<file path="src/rtl/fetch_stage.sv">
// rtl/fetch_stage.sv - instruction fetch stage with IF/ID pipeline register
module fetch_stage #(
    parameter int                XLEN      = 32,
    parameter logic [XLEN-1:0]   RESET_PC  = '0,
    parameter logic [XLEN-1:0]   NOP_INSTR = XLEN'(32'h0000_0013)
) (
    input  logic            clk,
    input  logic            reset,
    output logic            imem_req,
    output logic [XLEN-1:0] imem_addr,
    input  logic [XLEN-1:0] imem_rdata,
    input  logic            imem_ready,
    input  logic            stall_d,
    input  logic            flush_d,
    input  logic            pc_src_e,
    input  logic [XLEN-1:0] pc_target_e,
    output logic [XLEN-1:0] instr_d,
    output logic [XLEN-1:0] pc_d,
    output logic [XLEN-1:0] pcplus4_d,
    output logic            valid_d
);

    typedef enum logic [1:0] {S_RUN, S_HOLD, S_DROP} state_t;

    localparam logic [XLEN-1:0] FOUR       = XLEN'(4);
    localparam logic [XLEN-1:0] ALIGN_MASK = ~XLEN'(3);

    state_t          r_state, w_state_n;
    logic [XLEN-1:0] r_pc_f, w_pc_f_n;
    logic [XLEN-1:0] r_req_addr, w_req_addr_n;
    logic [XLEN-1:0] r_hold_instr, w_hold_instr_n;
    logic [XLEN-1:0] r_hold_pc, w_hold_pc_n;
    logic [XLEN-1:0] r_instr_d, r_pc_d, r_pcplus4_d;
    logic            r_valid_d;

    logic            w_ifid_load, w_ifid_bubble;
    logic [XLEN-1:0] w_ifid_instr, w_ifid_pc;
    logic [XLEN-1:0] w_target;

    assign w_target = pc_target_e & ALIGN_MASK;

    always_comb begin
        w_state_n      = r_state;
        w_pc_f_n       = r_pc_f;
        w_req_addr_n   = r_req_addr;
        w_hold_instr_n = r_hold_instr;
        w_hold_pc_n    = r_hold_pc;
        w_ifid_load    = 1'b0;
        w_ifid_bubble  = 1'b0;
        w_ifid_instr   = imem_rdata;
        w_ifid_pc      = r_pc_f;
        case (r_state)
            S_RUN: begin
                w_req_addr_n = r_pc_f;
                if (pc_src_e) begin
                    w_pc_f_n      = w_target;
                    w_ifid_bubble = !stall_d;
                    if (!imem_ready) w_state_n = S_DROP;
                end else if (imem_ready) begin
                    w_pc_f_n = r_pc_f + FOUR;
                    // A word that cannot enter IF/ID this cycle is parked, never lost
                    if (stall_d || flush_d) begin
                        w_hold_instr_n = imem_rdata;
                        w_hold_pc_n    = r_pc_f;
                        w_state_n      = S_HOLD;
                    end else begin
                        w_ifid_load = 1'b1;
                    end
                end else begin
                    w_ifid_bubble = !stall_d;
                end
            end
            S_HOLD: begin
                if (pc_src_e) begin
                    w_pc_f_n      = w_target;
                    w_ifid_bubble = !stall_d;
                    w_state_n     = S_RUN;
                end else if (!stall_d && !flush_d) begin
                    w_ifid_load  = 1'b1;
                    w_ifid_instr = r_hold_instr;
                    w_ifid_pc    = r_hold_pc;
                    w_state_n    = S_RUN;
                end
            end
            S_DROP: begin
                if (pc_src_e) w_pc_f_n = w_target;
                if (imem_ready) w_state_n = S_RUN;
                w_ifid_bubble = !stall_d;
            end
            default: w_state_n = S_RUN;
        endcase
        if (flush_d) begin
            w_ifid_bubble = 1'b1;
            w_ifid_load   = 1'b0;
        end
    end

    always_ff @(posedge clk) begin
        if (reset) begin
            r_state      <= S_RUN;
            r_pc_f       <= RESET_PC;
            r_req_addr   <= RESET_PC;
            r_hold_instr <= '0;
            r_hold_pc    <= '0;
            r_instr_d    <= NOP_INSTR;
            r_pc_d       <= '0;
            r_pcplus4_d  <= '0;
            r_valid_d    <= 1'b0;
        end else begin
            r_state      <= w_state_n;
            r_pc_f       <= w_pc_f_n;
            r_req_addr   <= w_req_addr_n;
            r_hold_instr <= w_hold_instr_n;
            r_hold_pc    <= w_hold_pc_n;
            if (w_ifid_bubble) begin
                r_instr_d <= NOP_INSTR;
                r_valid_d <= 1'b0;
            end else if (w_ifid_load) begin
                r_instr_d   <= w_ifid_instr;
                r_pc_d      <= w_ifid_pc;
                r_pcplus4_d <= w_ifid_pc + FOUR;
                r_valid_d   <= 1'b1;
            end
        end
    end

    assign imem_req  = !reset && (r_state != S_HOLD);
    assign imem_addr = (r_state == S_DROP) ? r_req_addr : r_pc_f;
    assign instr_d   = r_instr_d;
    assign pc_d      = r_pc_d;
    assign pcplus4_d = r_pcplus4_d;
    assign valid_d   = r_valid_d;

endmodule

</file>
<file path="config.mk">
export PLATFORM = sky130hd
export DESIGN_NAME = fetch_stage
export DESIGN_NICKNAME = d
export VERILOG_FILES = /design/src/rtl/fetch_stage.sv
export SDC_FILE = /design/constraint.sdc
export NUM_CORES = 1
export LEC_CHECK = 0
export CORE_ASPECT_RATIO = 1.4
export CORE_MARGIN = 5
export CORE_UTILIZATION = 30
export CTS_CLUSTER_DIAMETER = 200
export DETAILED_ROUTE_END_ITERATION = 10
export PLACE_DENSITY = 0.56
export SLEW_MARGIN = 40
export SYNTH_ARGS = -nofsm -noshare
export SYNTH_HDL_FRONTEND = slang
export SYNTH_SLANG_ARGS = --single-unit
</file>
<file path="constraint.sdc">
create_clock -name clk -period 4.3 [get_ports clk]
set_input_delay 0.86 -clock clk [delete_from_list [all_inputs] [get_ports clk]]
set_output_delay 0.86 -clock clk [all_outputs]
set_load 0.02 [all_outputs]
</file>
Word-level counts from Yosys, hierarchy flattened
Index checks and enable logic that the tools add are counted.

Bits in registers: 227. Bits of input ports: 70. Logic and storage cells: 67.

$add $sub $neg: 2. Eq/ne operators: 9. Multiplexer cells: 31. Bitwise logic cells: 2. Reductions and logical operators: 14.

Operators with widths (count): $mux 32 (10); $add 32x3->32 const B (2); $pmux 32 s2 (1); $mux 2 (7); $ne 3x3->1 const B (4); $mux 1 (10); $pmux 2 s3 (1); $reduce_and 5->1 (1); $ne 2x1->1 const B (2); $reduce_and 4->1 (1); $reduce_or 2->1 (2); $logic_not 1->1 (3); $pmux 1 s3 (1); $reduce_and 3->1 (1); $eq 2x1->1 const B (1); $eq 2x2->1 const B (1); $logic_and 1x1->1 (2); $logic_not 2->1 (1); $ne 2x2->1 const B (1); $not 1->1 (2); $pmux 1 s2 (1); $reduce_and 2->1 (1); $reduce_bool 2->1 (1); $logic_or 1x1->1 (1).

Longest topological paths before layout
Gate-level depths: netlist of the first run.

Depth in word-level cells: 7. Mapped depth: 15. Depth with buffers taken out: 11.

Worst setup path before layout of the first run
No wires, ideal clock.

Path kind: input-to-reg. From: input pc_src_e. To: register r_pcplus4_d[26], in the netlist pcplus4_d[26]. Setup time: 134 ps. Arrival time: 4334 ps. Setup slack: -168 ps. Stages: 12. Buffers on the path: 3. Cells stage by stage: nor4b_1 > buf_2 > buf_1 > clkbuf_1 > mux2i_1 > inv_1 > ha_1 > nand4_1 > nor4_1 > o221ai_1 > nor4b_1 > or4_1.

Elaborated cells between the ends (all ways): 13. Classes of those cells: add/sub (1); mux (10); bitwise (1); reduce/logical (1).

RTL lines: from (decl) (line 15) `input logic pc_src_e,`; $mux 32 (line 74) `if (pc_src_e) begin`; $mux 32 (line 52) `case (r_state)`; via w_ifid_pc[2] (line 37) `logic [XLEN-1:0] w_ifid_instr, w_ifid_pc;`; $add 32x3->32 (line 121) `r_pcplus4_d <= w_ifid_pc + FOUR;`; to (signal assigned) (line 121); to (decl) (line 33) `logic [XLEN-1:0] r_instr_d, r_pc_d, r_pcplus4_d;`.

The timed path passes the listed nets, and every way through them passes these cells. A chain may end at the register's enable or synchronous reset.

Worst setup path in the final report of the first run
From: input stall_d. To: register r_pcplus4_d[26], in the netlist pcplus4_d[26].

Elaborated cells between the ends (all ways): 21. Classes of those cells: add/sub (1); mux (15); bitwise (1); reduce/logical (4).

RTL lines: from (decl) (line 13) `input logic stall_d,`; $logic_not 1->1 (line 78) `end else if (!stall_d && !flush_d) begin`; $logic_and 1x1->1 (line 78); $mux 32 (line 78); $mux 32 (line 74); $mux 32 (line 52); via w_ifid_pc[2] (line 37); $add 32x3->32 (line 121).

The timed path passes the listed nets, and every way through them passes these cells.

==> flow_metrics.py, run 1 <==
metrics = {
    "outcome": {
        "status": "complete, no violations",
    },
    "floorplan": {
        "die_w_um": 170,
        "ios": 200,
        "core_region_area_mm2": 0.0357,
        "die_area_mm2": 0.0400,
        "num_rows": 82,
        "fp.dieH_um": 235,
        "start_util": 0.303,
    },
    "finish": {
        "n_antenna_cell": 0,
        "layout.nets": 1565,
        "drive_gt1_frac": 0.0864,
        "final_area_mm2": 0.0140,
        "n_fill_cell": 3666,
        "syn2layout_area_growth_pct": 29.4,
    },
    "logic_synthesis": {
        "yosysWarnings": 0,
        "synthCells": 1360,
        "yosys-top-cells-count": "dfxtp_1 (217), nand2_1 (216), a21oi_1 (141)",
        "yosys.area.top_type_share": 0.402,
        "yosysSeqAreaShare": 0.402,
        "synthMostInstantiatedCell": "dfxtp_1",
        "yosys_most_used_dff": "dfxtp_1",
        "syn_area_mm2": 0.0108,
        "yosys.area.top_type": "dfxtp_1",
        "async_reset_ff_frac": 0,
        "yosysUniqueCellTypes": 70,
        "synth_seq_cells": 217,
        "synth_area_per_cell_um2": 7.94,
        "synth_edf_count": 0,
        "synth_area_leaders": "dfxtp_1 (40%), nand2_1 (7.5%), a21oi_1 (6.5%)",
    },
    "placed_design": {
        "portBuffers": 191,
        "dp_slack_ns": 0.181,
        "placed_area_mm2": 0.0132,
        "hpwl_mm": 26.5,
        "gp_congestion": 0.867,
    },
    "worst_setup_path": {
        "path_max_fanout": 8,
        "cp_cell_sequence": "clkdlybuf4s50_1, nor4b_2, buf_12, mux2i_1, inv_1, ha_1, nand4_1, nor4_2, o221ai_1, buf_4, nor3_1, or4_1",
        "crit_required_ns": 4.71,
        "cp-start-kind": "primary input",
        "critPathBufInv": 4,
        "critPathTopFamily": "simple AND/OR/NAND/NOR gates",
        "cp.arrival_ns": 4.03,
        "critPathKind": "in2reg",
        "cpMaxStageDelayCell": "or4_1",
        "max_stage_delay_ns": 0.52,
        "end_kind": "flip-flop",
    },
    "min_path": {
        "min_path_type": "reg2reg",
    },
    "timing": {
        "report.final.slew_viol_count": 0,
        "finalSetupViolations": 0,
        "fin_tns_setup_ns": 0,
        "tightestPinTransition_ns": 0.780,
        "maxSlewHeadroom": 0.478,
        "finalCriticalPeriod_ns": 3.62,
        "whs_ns": 0.455,
        "rsz0062_at_grt": "false",
        "fmax_mhz": 276,
        "finalHoldViolCount": 0,
        "fin_worst_skew_ns": 0.0130,
        "fin_ws_ns": 0.677,
        "layout_worst_path_cycle_share": 0.843,
    },
    "clock_tree": {
        "path_clk_slew_ns": 0.06,
        "cts_tree": "yes",
        "clk_latency_ns": 0.53,
        "cts-resized-gates": 0,
        "cts-root-buf": "clkbuf_16",
        "cts_buffers": 25,
        "htreeDepth": 1,
        "cts.hold.buffers_added": 0,
        "clock-sinks": 217,
        "cts_max_path_buffers": 3,
        "post_cts_buffers": 0,
    },
    "power_and_ir_drop": {
        "peakVddDrop_v": 0.000309,
        "finalPower_mw": 6.19,
        "leakage_nw": 4.95,
        "p_per_area_mw_per_mm2": 443,
    },
    "routing": {
        "ant_nets": 0,
        "dr.pass1.iters": 5,
        "drt_wl_total_mm": 37.4,
        "drtIter0Drc": 694,
        "vias": 10300,
        "drc": 0,
        "post_drt_wl_per_cell_um": 19.0,
        "viasPerCell": 5.26,
    },
    "grt": {
        "grt_pass1_vias": 9814,
        "grtUsageTotal": 0.177,
        "grt_max_degree": 80,
        "grt_antenna_before_repair": 0,
        "grt_pass1_wl_mm": 56.5,
        "grt_overflow": 0,
    },
    "job": {
        "maxCapViolations": 0,
    },
}
## through the flow
step / utilization / std cells
2_1_floorplan: - / 1365
3_3_place_gp: 0.367 / 1920
3_5_place_dp: 0.369 / 1923
4_1_cts: 0.391 / 1965
5_1_grt: 0.391 / 1966
6_report: 0.391 / 1966
## cells in the final DEF (no fill, tap or decap), drive strengths merged, types with 5 or more instances in the layout
master         synthesis  layout
and4                   5       5
nand4                 26      26
a311oi                 6       6
o311ai                11      11
nor4                  12      12
clkdlybuf4s50          0     190
conb                   1       6
nor3                  30      30
o21a                   5       5
clkbuf               106      38
dfxtp                217     217
or4                    7       7
nor2                 137     137
a22oi                  7       7
inv                   14      14
and3                   7       7
buf                   29      41
xnor2                  8       8
nand2                216     216
nand3                 52      52
mux2i                 62      62
a21oi                141     141
mux2                  31      31
o21ai                 27      27
ha                     6       6
a211oi                34      34
nor2b                 34      34
a2bb2oi               30      30
o22ai                 12      12
or3                    9       9
xor2                   5       5
o211ai                 7       7
o32ai                  5       5
## layout make-up
cell class                      instances  area (um^2)  share of cell area
Multi-Input combinational cell        999         5920               0.423
Sequential cell                       217         4340               0.311
Timing Repair Buffer                  232         2320               0.166
Clock buffer                           37          741              0.0530
Tap cell                              462          578              0.0414
Inverter                               14         52.6             0.00376
Clock inverter                          5         27.5             0.00197
## power by group
part / internal (mW) / total, mW / switching (mW)
Sequential: 2.19 / 2.45 / 0.257
Clock: 1.18 / 2.03 / 0.850
Combinational: 0.744 / 1.71 / 0.966
## metal layers
layer / wire [um] / global-route usage
met5: 0 / 0
met4: 1390 / 0.0692
met3: 1570 / 0.0208
met2: 19900 / 0.338
met1: 14500 / 0.199
## worst paths after layout
check | cells past startpoint | from | endpoint | slack, ns
worst max register to register | 13 | r_state[1] | pcplus4_d[26] | 0.90
worst min-delay path | 2 | r_hold_instr[25] | r_hold_instr[25] | 0.45
worst min register to register | 2 | r_hold_instr[25] | r_hold_instr[25] | 0.45
worst max-delay path | 12 | stall_d | pcplus4_d[26] | 0.68
## tightest hold or removal path: cells and delay by family (launching register included)
| family | cells | cell delay, ns |
|---|---|---|
| and+or+nand+nor | 1 | 0.05 |
| AOI/OAI and AO/OA | 1 | 0.05 |
| DFF | 1 | 0.31 |
## sequential cells by signal, summed over array words and instances (netlist names)
name          cells
r_pc_f           30
valid_d           1
instr_d          32
r_state           2
r_hold_pc        30
r_hold_instr     32
r_req_addr       30
pcplus4_d        30
pc_d             30
## cell families after synthesis
| group | count (synthesis) | synth area share |
|---|---|---|
| multiplexers | 93 | 0.0898 |
| XOR/XNOR | 13 | 0.0105 |
| buffers and inverters | 149 | 0.0568 |
| flip-flops | 217 | 0.402 |
| adder cells (fa/ha/maj) | 6 | 0.00695 |
| AO/OA/AOI/OAI | 328 | 0.198 |
| AND/OR/NAND/NOR | 553 | 0.235 |
| other | 1 | 0.000347 |
No activity file was read; power rests on OpenSTA's default activity.
==> run 2, diff against run 1 <==
clock period = 3.3 ns   (was 4.3 ns; I/O delays follow)
==> flow_metrics.py, run 2 (synthesis results as in run 1) <==
metrics = {
    "worst_setup_path": {
        "cp.arrival_ns": 2.52,
        "critPathKind": "reg2out",
        "path_max_fanout": 31,
        "crit_path_end": "imem_addr[17]",
        "cp-start-kind": "flip-flop",
        "timing.rr.start": "r_state[1]",
        "worst_r2r_path_depth": 12,
        "crit_required_ns": 2.64,
        "cp-startpoint": "r_state[0]",
        "reg2reg_to": "pcplus4_d[26]",
        "r2r_slack_ns": 0.28,
        "end_kind": "output pin",
    },
    "finish": {
        "multi_input_area_mm2": 0.00597,
        "final_cells": 2024,
        "post-route-util": 0.402,
        "syn2layout_area_growth_pct": 32.9,
        "mostFrequentLayoutCells": "dfxtp_1 (217), nand2_1 (214), clkdlybuf4s50_1 (190)",
        "regArea_mm2": 0.00434,
        "mostFrequentLayoutCell": "dfxtp_1",
        "final_area_mm2": 0.0144,
        "n_antenna_cell": 0,
        "n_fill_cell": 3639,
        "layout.nets": 1624,
        "drive_gt1_frac": 0.124,
    },
    "grt": {
        "grt_pass1_vias": 10300,
        "grt_util_met1": 0.211,
        "grt_antenna_before_repair": 0,
        "grt_overflow": 0,
        "grtUsageTotal": 0.182,
        "use_met2": 0.332,
        "grt_max_degree": 63,
        "grt_pass1_wl_mm": 58.4,
        "grt_util_met3": 0.0242,
        "grt-busiest-layer": "met2",
    },
    "clock_tree": {
        "htreeDepth": 1,
        "cts-root-buf": "clkbuf_16",
        "clk_latency_ns": 0.52,
        "cts_tree": "yes",
        "cts_max_path_buffers": 3,
        "cts.hold.buffers_added": 0,
        "post_cts_buffers": 0,
        "cts_buffers": 23,
        "clock-sinks": 217,
        "path_clk_slew_ns": 0.06,
    },
    "floorplan": {
        "die_area_mm2": 0.0400,
        "fp.dieH_um": 235,
        "core_region_area_mm2": 0.0357,
        "start_util": 0.303,
        "num_rows": 82,
        "die_w_um": 170,
        "ios": 200,
    },
    "placed_design": {
        "gp_congestion": 0.900,
        "placed_area_mm2": 0.0137,
        "portBuffers": 191,
        "hpwl_mm": 27.4,
        "post-place-cells": 1985,
    },
    "routing": {
        "vias": 10700,
        "drc": 0,
        "dr.pass1.iters": 5,
        "post_drt_wl_per_cell_um": 18.8,
        "viasPerCell": 5.27,
        "drtIter0Drc": 757,
        "ant_nets": 0,
        "drt_wl_total_mm": 38.1,
    },
    "power_and_ir_drop": {
        "p_per_area_mw_per_mm2": 563,
        "finalPower_mw": 8.09,
        "peakVddDrop_v": 0.000272,
        "leakage_nw": 5.20,
    },
    "timing": {
        "finalSetupViolations": 0,
        "tightestPinTransition_ns": 0.670,
        "layout_worst_path_cycle_share": 0.963,
        "finalHoldViolCount": 0,
        "report.final.slew_viol_count": 0,
        "maxSlewHeadroom": 0.554,
        "rsz0062_at_grt": "false",
        "finalCriticalPeriod_ns": 3.18,
        "fmax_mhz": 315,
        "fin_tns_setup_ns": 0,
        "fin_worst_skew_ns": 0.00999,
    },
    "min_path": {
        "min_path_type": "reg2reg",
        "hold_path_depth": 2,
    },
    "outcome": {
        "status": "complete, no violations",
    },
    "job": {
        "maxCapViolations": 0,
    },
}
-- run 2: changes by cell type in the layout (fill, tap and decap cells not counted), sizes merged --
cell      change
clkinvlp      -1
clkbuf        -5
clkinv        +2
buf          +62
-- run 2: timing repair --
action,in CTS,in global routing
hold endpoints to repair,0,0
setup endpoints to repair,14,0
gates resized for setup,1,0
-- run 2: worst min-delay path by stage --
stage | slack (ns) | startpoint | endpoint
after floorplan | 0.44 | r_hold_pc[31] | r_hold_pc[31]
after global placement | 0.44 | r_hold_instr[5] | r_hold_instr[5]
after detailed placement | 0.45 | r_hold_instr[4] | r_hold_instr[4]
after CTS | 0.45 | r_hold_instr[4] | r_hold_instr[4]
after global routing | 0.47 | r_hold_instr[4] | r_hold_instr[4]
final | 0.45 | r_hold_instr[28] | r_hold_instr[28]
-- run 2: critical path: stages (launching register included) --
cell and delay [ns]:
dfxtp_1 0.34, inv_1 0.09, ha_1 0.27, buf_6 0.33, mux2_2 0.40, clkdlybuf4s50_1 0.54
-- run 2: through the flow --
step | setup WS (ns) | hold slack [ns]
6_report | 0.123 | 0.454
5_1_grt | 0.0250 | 0.469
4_1_cts | 0.0857 | 0.455
3_5_place_dp | -0.202 | 0.447
3_3_place_gp | -0.184 | 0.442
2_1_floorplan | -0.0475 | 0.436
-- run 2: routing by layer --
| metal | vias up | part of all wire | wire length (um) |
|---|---|---|---|
| met5 | - | 0 | 0 |
| met4 | 0 | 0.049 | 1850 |
| met3 | 94 | 0.046 | 1770 |
| met2 | 320 | 0.52 | 19600 |
| met1 | 5061 | 0.39 | 14800 |
| li1 | 5194 | - | - |
-- run 2: final cells by class --
type,count,share of cell area
tap,462,0.0403
timing repair buffer,293,0.189
multi-input combinational,999,0.416
clock inverter,6,0.00209
sequential,217,0.303
inverter,14,0.00366
clock buffer,33,0.0462
-- run 2: power by group --
group	leakage [nW]	total, mW	switching [mW]	internal (mW)
sequential	1.76	3.05	0.202	2.85
clock	0.349	2.46	1.08	1.39
combinational	3.09	2.57	1.45	1.12
==> run 3, diff against run 2 <==
CORE_MARGIN = unset   (was 5)
==> flow_metrics.py, run 3 (synthesis results as in run 1) <==
metrics = {
    "grt": {
        "grt_antenna_before_repair": 0,
        "grt_overflow": 0,
        "grt_pass1_wl_mm": 57.1,
        "grt_max_degree": 91,
        "grtUsageTotal": 0.198,
        "grt_pass1_vias": 10200,
    },
    "routing": {
        "drt_wl_total_mm": 37.5,
        "post_drt_wl_per_cell_um": 18.5,
        "drtIter0Drc": 690,
        "vias": 10700,
        "drc": 0,
        "viasPerCell": 5.29,
        "ant_nets": 0,
        "dr.pass1.iters": 5,
    },
    "floorplan": {
        "core_region_area_mm2": 0.0352,
        "die_area_mm2": 0.0368,
        "die_w_um": 162,
        "fp.dieH_um": 227,
        "ios": 200,
        "start_util": 0.307,
        "num_rows": 81,
    },
    "finish": {
        "final_area_mm2": 0.0145,
        "regArea_mm2": 0.00434,
        "multi_input_area_mm2": 0.00596,
        "n_antenna_cell": 0,
        "post-route-util": 0.412,
        "mostFrequentLayoutCells": "dfxtp_1 (217), nand2_1 (214), clkdlybuf4s50_1 (190)",
        "layout.nets": 1622,
        "mostFrequentLayoutCell": "dfxtp_1",
        "drive_gt1_frac": 0.125,
        "syn2layout_area_growth_pct": 34.2,
        "n_fill_cell": 3609,
    },
    "timing": {
        "fin_worst_skew_ns": 0.0168,
        "rsz0062_at_grt": "false",
        "report.final.slew_viol_count": 0,
        "finalCriticalPeriod_ns": 3.14,
        "tightestPinTransition_ns": 0.754,
        "whs_ns": 0.450,
        "layout_worst_path_cycle_share": 0.953,
        "maxSlewHeadroom": 0.497,
        "finalSetupViolations": 0,
        "finalHoldViolCount": 0,
        "fmax_mhz": 318,
        "fin_tns_setup_ns": 0,
    },
    "power_and_ir_drop": {
        "peakVddDrop_v": 0.000324,
        "p_per_area_mw_per_mm2": 589,
        "leakage_nw": 5.27,
        "finalPower_mw": 8.53,
    },
    "clock_tree": {
        "cts_max_path_buffers": 3,
        "cts_tree": "yes",
        "clock-sinks": 217,
        "cts.hold.buffers_added": 0,
        "post_cts_buffers": 0,
        "htreeDepth": 1,
        "cts-resized-gates": 0,
        "clk_latency_ns": 0.54,
        "cts-root-buf": "clkbuf_16",
        "cts_buffers": 25,
        "path_clk_slew_ns": 0.06,
    },
    "worst_setup_path": {
        "crit_required_ns": 2.64,
        "cp-start-kind": "flip-flop",
        "cp-startpoint": "r_state[0]",
        "critPathKind": "reg2out",
        "timing.rr.start": "r_state[1]",
        "path_max_fanout": 19,
        "cp.arrival_ns": 2.48,
        "end_kind": "output pin",
    },
    "placed_design": {
        "hpwl_mm": 26.7,
        "placed_area_mm2": 0.0136,
        "portBuffers": 191,
        "gp_congestion": 0.879,
    },
    "job": {
        "maxCapViolations": 0,
    },
    "min_path": {
        "min_path_type": "reg2reg",
        "hold_path.startpoint": "r_hold_instr[0]",
    },
    "outcome": {
        "status": "complete, no violations",
    },
}
run 3: power breakdown:
| part | switching (mW) | internal, mW |
|---|---|---|
| clock network | 1.16 | 1.78 |
| logic | 1.44 | 1.10 |
| registers | 0.193 | 2.85 |
| total | 2.80 | 5.74 |
run 3: worst max-delay path, cell delays in order, from the launching register on:
cell and delay (ns):
dfxtp_1 0.35, inv_1 0.10, ha_1 0.25, buf_4 0.32
mux2_2 0.39, clkdlybuf4s50_1 0.54
run 3: final cells by class:
| type | count | share of cell area |
|---|---|---|
| multi-input cells | 999 | 0.411 |
| flip-flops and latches | 217 | 0.300 |
| repair buffers | 289 | 0.186 |
| clock buffers | 37 | 0.0511 |
| well taps | 456 | 0.0394 |
| clock inverters | 8 | 0.00846 |
| inverters | 14 | 0.00363 |
run 3: per-layer routing:
metal	wire length, um	GRT usage	vias to the layer above
met4	1840	0.104	0
met3	1750	0.0243	98
met2	19300	0.366	322
met1	14500	0.218	5052
met5	0	0	-
li1	-	-	5211
run 3: worst paths after layout:
check / end / slack, ns / cells past startpoint
worst max-delay path: imem_addr[14] / 0.16 / 5
worst min-delay path: r_hold_instr[0] / 0.45 / 2
worst max register to register: pcplus4_d[31] / 0.28 / 9
worst min register to register: r_hold_instr[0] / 0.45 / 2
run 3: through the flow:
stage | worst slack [ns] | instances
floorplan | -0.0475 | 1365
global placement | -0.197 | 1975
detailed placement | -0.235 | 1975
CTS | 0.118 | 2020
global route | 0.0487 | 2020
finish | 0.156 | 2020
